## src/rtl/sram_arbiter.sv

```systemverilog
// Two-master round-robin arbiter in front of the single-port SRAM block.
// Registered grant held for a whole cyc burst, optionally capped by MAX_HOLD beats under contention.
module sram_arbiter #(
  parameter int ADR_W    = 19,
  parameter int DAT_W    = 16,
  parameter int SEL_W    = 2,
  parameter int MAX_HOLD = 8
) (
  input  logic             clk_i,
  input  logic             reset_i,
  input  logic             m0_cyc_i,
  input  logic             m0_stb_i,
  input  logic             m0_we_i,
  input  logic [SEL_W-1:0] m0_sel_i,
  input  logic [ADR_W-1:0] m0_adr_i,
  input  logic [DAT_W-1:0] m0_dat_i,
  output logic [DAT_W-1:0] m0_dat_o,
  output logic             m0_ack_o,
  input  logic             m1_cyc_i,
  input  logic             m1_stb_i,
  input  logic             m1_we_i,
  input  logic [SEL_W-1:0] m1_sel_i,
  input  logic [ADR_W-1:0] m1_adr_i,
  input  logic [DAT_W-1:0] m1_dat_i,
  output logic [DAT_W-1:0] m1_dat_o,
  output logic             m1_ack_o,
  output logic             s_stb_o,
  output logic             s_we_o,
  output logic [SEL_W-1:0] s_sel_o,
  output logic [ADR_W-1:0] s_adr_o,
  output logic [DAT_W-1:0] s_dat_o,
  input  logic [DAT_W-1:0] s_dat_i,
  input  logic             s_ack_i,
  output logic [1:0]       gnt_o
);

  // Encoding doubles as the one-hot grant {m1,m0}.
  typedef enum logic [1:0] {
    IDLE = 2'b00,
    G0   = 2'b01,
    G1   = 2'b10
  } state_t;

  localparam int CNT_W = (MAX_HOLD < 2) ? 1 : $clog2(MAX_HOLD + 1);
  localparam logic [CNT_W-1:0] HOLD_MAX  = CNT_W'(MAX_HOLD);
  localparam logic [CNT_W-1:0] HOLD_LAST = CNT_W'((MAX_HOLD == 0) ? 0 : MAX_HOLD - 1);

  state_t           state_q, state_d, other_gnt;
  logic             last_q, last_d;
  logic [CNT_W-1:0] hold_q;
  logic             own_cyc, oth_cyc, beat;

  assign gnt_o    = state_q;
  assign m0_dat_o = s_dat_i;
  assign m1_dat_o = s_dat_i;

  // NOTE: every signal driven here gets a default first so no path infers a latch.
  always_comb begin
    state_d   = state_q;
    last_d    = last_q;
    other_gnt = IDLE;
    own_cyc   = 1'b0;
    oth_cyc   = 1'b0;
    s_stb_o   = 1'b0;
    s_we_o    = 1'b0;
    s_sel_o   = '0;
    s_adr_o   = '0;
    s_dat_o   = '0;
    m0_ack_o  = 1'b0;
    m1_ack_o  = 1'b0;

    unique case (state_q)
      G0: begin
        s_stb_o   = m0_stb_i;
        s_we_o    = m0_we_i;
        s_sel_o   = m0_sel_i;
        s_adr_o   = m0_adr_i;
        s_dat_o   = m0_dat_i;
        m0_ack_o  = s_ack_i;
        own_cyc   = m0_cyc_i;
        oth_cyc   = m1_cyc_i;
        other_gnt = G1;
      end
      G1: begin
        s_stb_o   = m1_stb_i;
        s_we_o    = m1_we_i;
        s_sel_o   = m1_sel_i;
        s_adr_o   = m1_adr_i;
        s_dat_o   = m1_dat_i;
        m1_ack_o  = s_ack_i;
        own_cyc   = m1_cyc_i;
        oth_cyc   = m0_cyc_i;
        other_gnt = G0;
      end
      default: ;
    endcase

    beat = s_stb_o & s_ack_i;

    unique case (state_q)
      IDLE: begin
        // last_q holds the index of the master granted last; a tie goes to the other one.
        if (m0_cyc_i && m1_cyc_i) state_d = last_q ? G0 : G1;
        else if (m0_cyc_i)        state_d = G0;
        else if (m1_cyc_i)        state_d = G1;
      end
      G0, G1: begin
        if (!own_cyc) begin
          state_d = oth_cyc ? other_gnt : IDLE;
          last_d  = (state_q == G1);
        end else if (MAX_HOLD != 0 && oth_cyc && beat && hold_q == HOLD_LAST) begin
          state_d = other_gnt;
          last_d  = (state_q == G1);
        end
      end
      default: state_d = IDLE;
    endcase
  end

  // NOTE: sequential state uses non-blocking assignments so every flop samples pre-edge values.
  always_ff @(posedge clk_i) begin
    if (reset_i) begin
      state_q <= IDLE;
      last_q  <= 1'b1;
      hold_q  <= '0;
    end else begin
      state_q <= state_d;
      last_q  <= last_d;
      if (state_d != state_q)
        hold_q <= '0;
      else if (beat && oth_cyc && hold_q != HOLD_MAX)
        hold_q <= hold_q + CNT_W'(1);
    end
  end

endmodule

```

## config.mk

```make
export PLATFORM = sky130hd
export DESIGN_NAME = sram_arbiter
export DESIGN_NICKNAME = d
export VERILOG_FILES = /design/src/rtl/sram_arbiter.sv
export SDC_FILE = /design/constraint.sdc
export NUM_CORES = 1
export LEC_CHECK = 0
export CORE_ASPECT_RATIO = 1.4
export CORE_MARGIN = 2
export CORE_UTILIZATION = 29
export DETAILED_ROUTE_END_ITERATION = 7
export GPL_TIMING_DRIVEN = 0
export PLACE_DENSITY_LB_ADDON = 0.15
export SYNTH_ARGS = -nofsm -noshare
export SYNTH_HDL_FRONTEND = slang
export SYNTH_SLANG_ARGS = --single-unit
```

## constraint.sdc

```tcl
create_clock -name clk_i -period 6.2 [get_ports clk_i]
set_input_delay 1.55 -clock clk_i [delete_from_list [all_inputs] [get_ports clk_i]]
set_output_delay 1.55 -clock clk_i [all_outputs]
set_load 0.01 [all_outputs]
```

* Yosys cells after proc, flatten, opt, wreduce, memory -nomap -nowiden
Index checks and enable logic that the tools add are counted.
Operators by class: reductions and logical operators 8, add/sub/neg operators 1, equality and inequality tests 6, mux-type cells 20, bitwise gates (word level) 1
Operators by type and width (number):
- $pmux 19 s2 | 1
- $pmux 16 s2 | 1
- $mux 2 | 7
- $pmux 2 s2 | 3
- $pmux 1 s2 | 4
- $add 4x1->4 const B | 1
- $eq 4x3->1 const B | 1
- $logic_and 1x1->1 | 4
- $mux 1 | 4
- $ne 4x4->1 const B | 1
- $reduce_or 2->1 | 2
- $eq 2x1->1 const B | 1
- $eq 2x2->1 const B | 1
- $logic_not 2->1 | 1
- $ne 2x1->1 const B | 1
- $ne 2x2->1 | 1
- $reduce_and 2->1 | 1
- $and 1x1->1 | 1
Storage, ports and cells: bits in registers 7, word-level logic and storage cells 39, bits of input ports 99, output and inout port bits 75

* Depth between registers and ports, before layout
depth after elaboration 10, gate-level depth with buffers 7, depth with buffers taken out 6

* Least setup slack after synthesis
No wires, ideal clock.
path type input to output, start input port m1_stb_i, end output port s_stb_o, stages 2, path slack 2726 ps, data arrival time 1924 ps, buffers on the path 0, path through a22oi_1 > nor2_1
Between the ends: longest elaborated chain between the ends 1
RTL lines:
- start, declared | RTL line 20 | input logic m1_stb_i,
- $pmux 1 s2 | RTL line 72 | unique case (state_q)
- end, declared | RTL line 27 | output logic s_stb_o,
No other way between the ends.

* Final worst setup path
Ends and elaborated chain as after synthesis.

==> metrics list <==
- Result of the run: finished, final reports clean
- Post-CTS repair timing setup buffer count: 0
* Number of warning messages in the yosys log: 0
- Headroom to the max-slew limit came out at 0.452.
- For this design the static power due to leakage is 1.13 nW.
- The worst setup path is captured at an output port.
* I/O Buffers: 156
- FILL cells: 463
* Final setup violation count: 0
- The top cell types in the final layout, fill and taps aside, are clkdlybuf4s50_1, nor2_1, a22oi_1.
- STA classifies the critical path startpoint as an input port.
- For this run, the post-layout net count is 473.
- Via-to-Cell Ratio: about 5
- Shortest period the worst path allows: 4.49 ns
- Cell at the slowest stage of the critical path: clkdlybuf4s50_1
- Unrepaired setup endpoints after global routing: false
- After synthesis the netlist holds a flip-flop and latch count of 7.
* Antenna violations before repair: 0
- Total wirelength of the detailed-routed design: 6.42 mm
* Starting Density: 0.299
* Last weighted congestion value of the routability-driven placer: approximately 0.82
* Number of buffers inserted by hold repair at cts: 0
* Part of the Yosys area used for sequential elements: 0.0976
- Once routing completed, OpenROAD measured the worst setup slack at approximately 1.7 ns.
* Hold Vio Cnt, Final: 0
- The worst hold path belongs to the class reg2reg.
- Proportion of layout cells with a drive suffix above 1: 0.125
- Routed length per placed instance: 14.9 µm
* Worst-skew pair later-pin latency: 0.23 ns
* Drt first pass iters: 4
- The first global-routing pass estimated 9.72 mm of wire.
* Fraction of met1 tracks used by global routing: 0.250
- Post-route antenna net violation count: 0
- Walking the worst path, the cells encountered are clkdlybuf4s50_1, a22oi_1, nor2_1, clkdlybuf4s50_1.
- Relative to the synthesized area, the layout overhead comes to 117%.
- Number of global-route vias before repair: 1958
* Global routing met2 resource utilization: 0.417
* Number of buffers between clock root and the deepest sink: 2
- For the worst setup path, the data required time is 4.65 ns.
- In the global route stage, overall resource usage came out at 0.215.
- In this run the worst path has a maximum fanout of 3.
- Resized Gates After CTS: 0
- Combined area of the multi-input logic cells: 971 µm²
- Largest stage delay, worst path: about 0.50 ns
- Gr ovfl total: 0
- Setup skew after layout: 0.00460 ns
- Placed Cells: 427
- The clock drives 7 sinks.
* Synthesized netlist net count: 312
- TritonCTS built the clock tree.
- Row count: 30
- In this run the number of H-tree levels came out at 1.
- Top-level I/O count: 174
- TritonCTS buffer count: 3
- Worst slack, placed: between 1.5 and 2 ns
- Number of distinct standard cells referenced by the synthesized netlist: 40
- The tool flagged a number of max-cap violations equal to 0.
* Clock transition at path regs: 0.04 ns
* Design area: 0.00312 mm²
- After synthesis the cells add up to 0.00144 mm².
- Dpl hpwl: 5.38 mm
- FF+latch area: about 140 µm²
* Achievable frequency: 223 MHz
- Final non-filler cell total: 431
* Worst-case vdd ir drop: 0.154 mV
* Clock Root Buffer: clkbuf_8
- Summed negative setup slack over all endpoints: 0 ns
* Met3 Track Usage GR: 0.0207
- In this run, the number of DRC markers left after iteration 0 of detailed routing was approximately 160.
* Data arrival at the endpoint of the critical path: 2.94 ns
* Cell mode on critical path: clkdlybuf4s50_1
- Die extent in x: 63.5 µm
- Dividing the final minimum period by the clock period gives 0.724.
- Die outline height: just under 90 µm
- A synthesized cell averages 6.94 µm².
- At the pin with the least slew margin, the transition time is 0.810 ns.
- The number of pins exceeding their max-slew limit in the final report was 0.
- Power spread over the standard cell area amounts to about 130 mW/mm².
- Synthesis handed over a netlist of 207 instances.
- Maximum number of pins on one net before global-route repair: 11
- After global routing, the most crowded layer is met2.
- Cell area after placement: 0.00308 mm²
- Final Power: 0.000399 W
* Antenna Cells: 0
* Leading cell type in the layout, fill and taps excluded: clkdlybuf4s50_1
- The worst setup path is of the in2out kind.
- Remaining DRCs: 0
- Vias: 2098
* Die Outline Area: roughly 0.0055 mm²
- The region available for standard cell placement spans 0.00480 mm².
==> cell usage after synthesis <==
cell | n | area share
inv_1 | 6 | 0.016
nand2_1 | 3 | 0.0078
a21o_1 | 1 | 0.0052
nor2b_1 | 3 | 0.013
a211oi_1 | 1 | 0.0052
nor4_2 | 1 | 0.0087
nand4_1 | 1 | 0.0044
o21bai_1 | 1 | 0.0052
a221oi_2 | 3 | 0.031
or2_1 | 1 | 0.0044
or3_1 | 3 | 0.013
a21oi_1 | 3 | 0.010
and3b_1 | 1 | 0.0061
nor4_1 | 1 | 0.0044
buf_1 | 3 | 0.0078
o2111ai_1 | 2 | 0.012
a311oi_1 | 1 | 0.0061
clkbuf_1 | 9 | 0.024
o221ai_1 | 1 | 0.0061
nor2_1 | 44 | 0.11
o21a_1 | 2 | 0.010
nand3_1 | 3 | 0.010
and2_1 | 3 | 0.013
nand4b_1 | 1 | 0.0061
a2111o_1 | 1 | 0.0078
o311ai_1 | 2 | 0.012
nand2b_1 | 2 | 0.0087
mux2i_1 | 2 | 0.014
buf_4 | 33 | 0.17
nand4_2 | 1 | 0.0087
o221a_2 | 1 | 0.0078
a22oi_1 | 41 | 0.21
or3b_1 | 1 | 0.0061
o211ai_1 | 1 | 0.0052
dfxtp_1 | 7 | 0.098
o21ai_0 | 6 | 0.021
buf_2 | 2 | 0.0070
a21boi_0 | 1 | 0.0052
ha_1 | 6 | 0.052
a22o_2 | 2 | 0.014
==> logic make-up (layout without fill, tap and decap cells) <==
logic type                 Yosys count  in the layout  synth area share
muxes                                2              2            0.0139
buffers and inverters               53            213             0.226
adders and majority gates            6              6            0.0523
DFF                                  7              7            0.0976
AOI/OAI and AO/OA                   70             70             0.380
and+or+nand+nor                     69             69             0.230
==> sequential cells by signal, summed over array words and instances, names as in the netlist <==
name,count
last_q,1
hold_q,4
gnt_o,2
==> through the flow <==
step | hold WS (ns) | utilization
floorplan | 0.492 | -
global placement | 0.529 | 0.641
detailed placement | 0.542 | 0.641
CTS | 0.551 | 0.650
global route | 0.591 | 0.650
finish | 0.548 | 0.650
==> per-layer routing <==
layer  wire (µm)  vias up
met5           0        -
met4          46        0
met3         324        4
met2        3620       81
met1        2430      964
li1            -     1049
==> worst paths after layout <==
kind | end | startpoint | cells past startpoint | slack (ns)
hold reg to reg | last_q$_SDFFE_PP1P_ | last_q$_SDFFE_PP1P_ | 2 | 0.55
hold / removal | last_q$_SDFFE_PP1P_ | last_q$_SDFFE_PP1P_ | 2 | 0.55
setup / recovery | s_stb_o | m1_stb_i | 4 | 1.71
setup reg to reg | hold_q[3]$_SDFFE_PP0P_ | gnt_o[0]$_SDFF_PP0_ | 6 | 3.90
==> power by group <==
group | switching, W | total [W] | internal (W)
Combinational | 0.000127 | 0.000279 | 0.000152
Clock | 0.0000208 | 0.0000654 | 0.0000446
Sequential | 0.00000583 | 0.0000545 | 0.0000487
==> worst max-delay path, delay by kind of cell <==
kind                   cells  cell delay [ns]
AO/OA/AOI/OAI              1             0.33
buffers and inverters      2             0.94
AND/OR/NAND/NOR            1             0.11
==> final cells by class <==
cell class | count | area share
Timing Repair Buffer | 156 | 0.500
Sequential cell | 7 | 0.0449
Inverter | 6 | 0.00721
Multi-Input combinational cell | 147 | 0.311
Buffer | 47 | 0.0970
Tap cell | 64 | 0.0256
Clock buffer | 4 | 0.0144
Power figures use the tool's default switching activity.
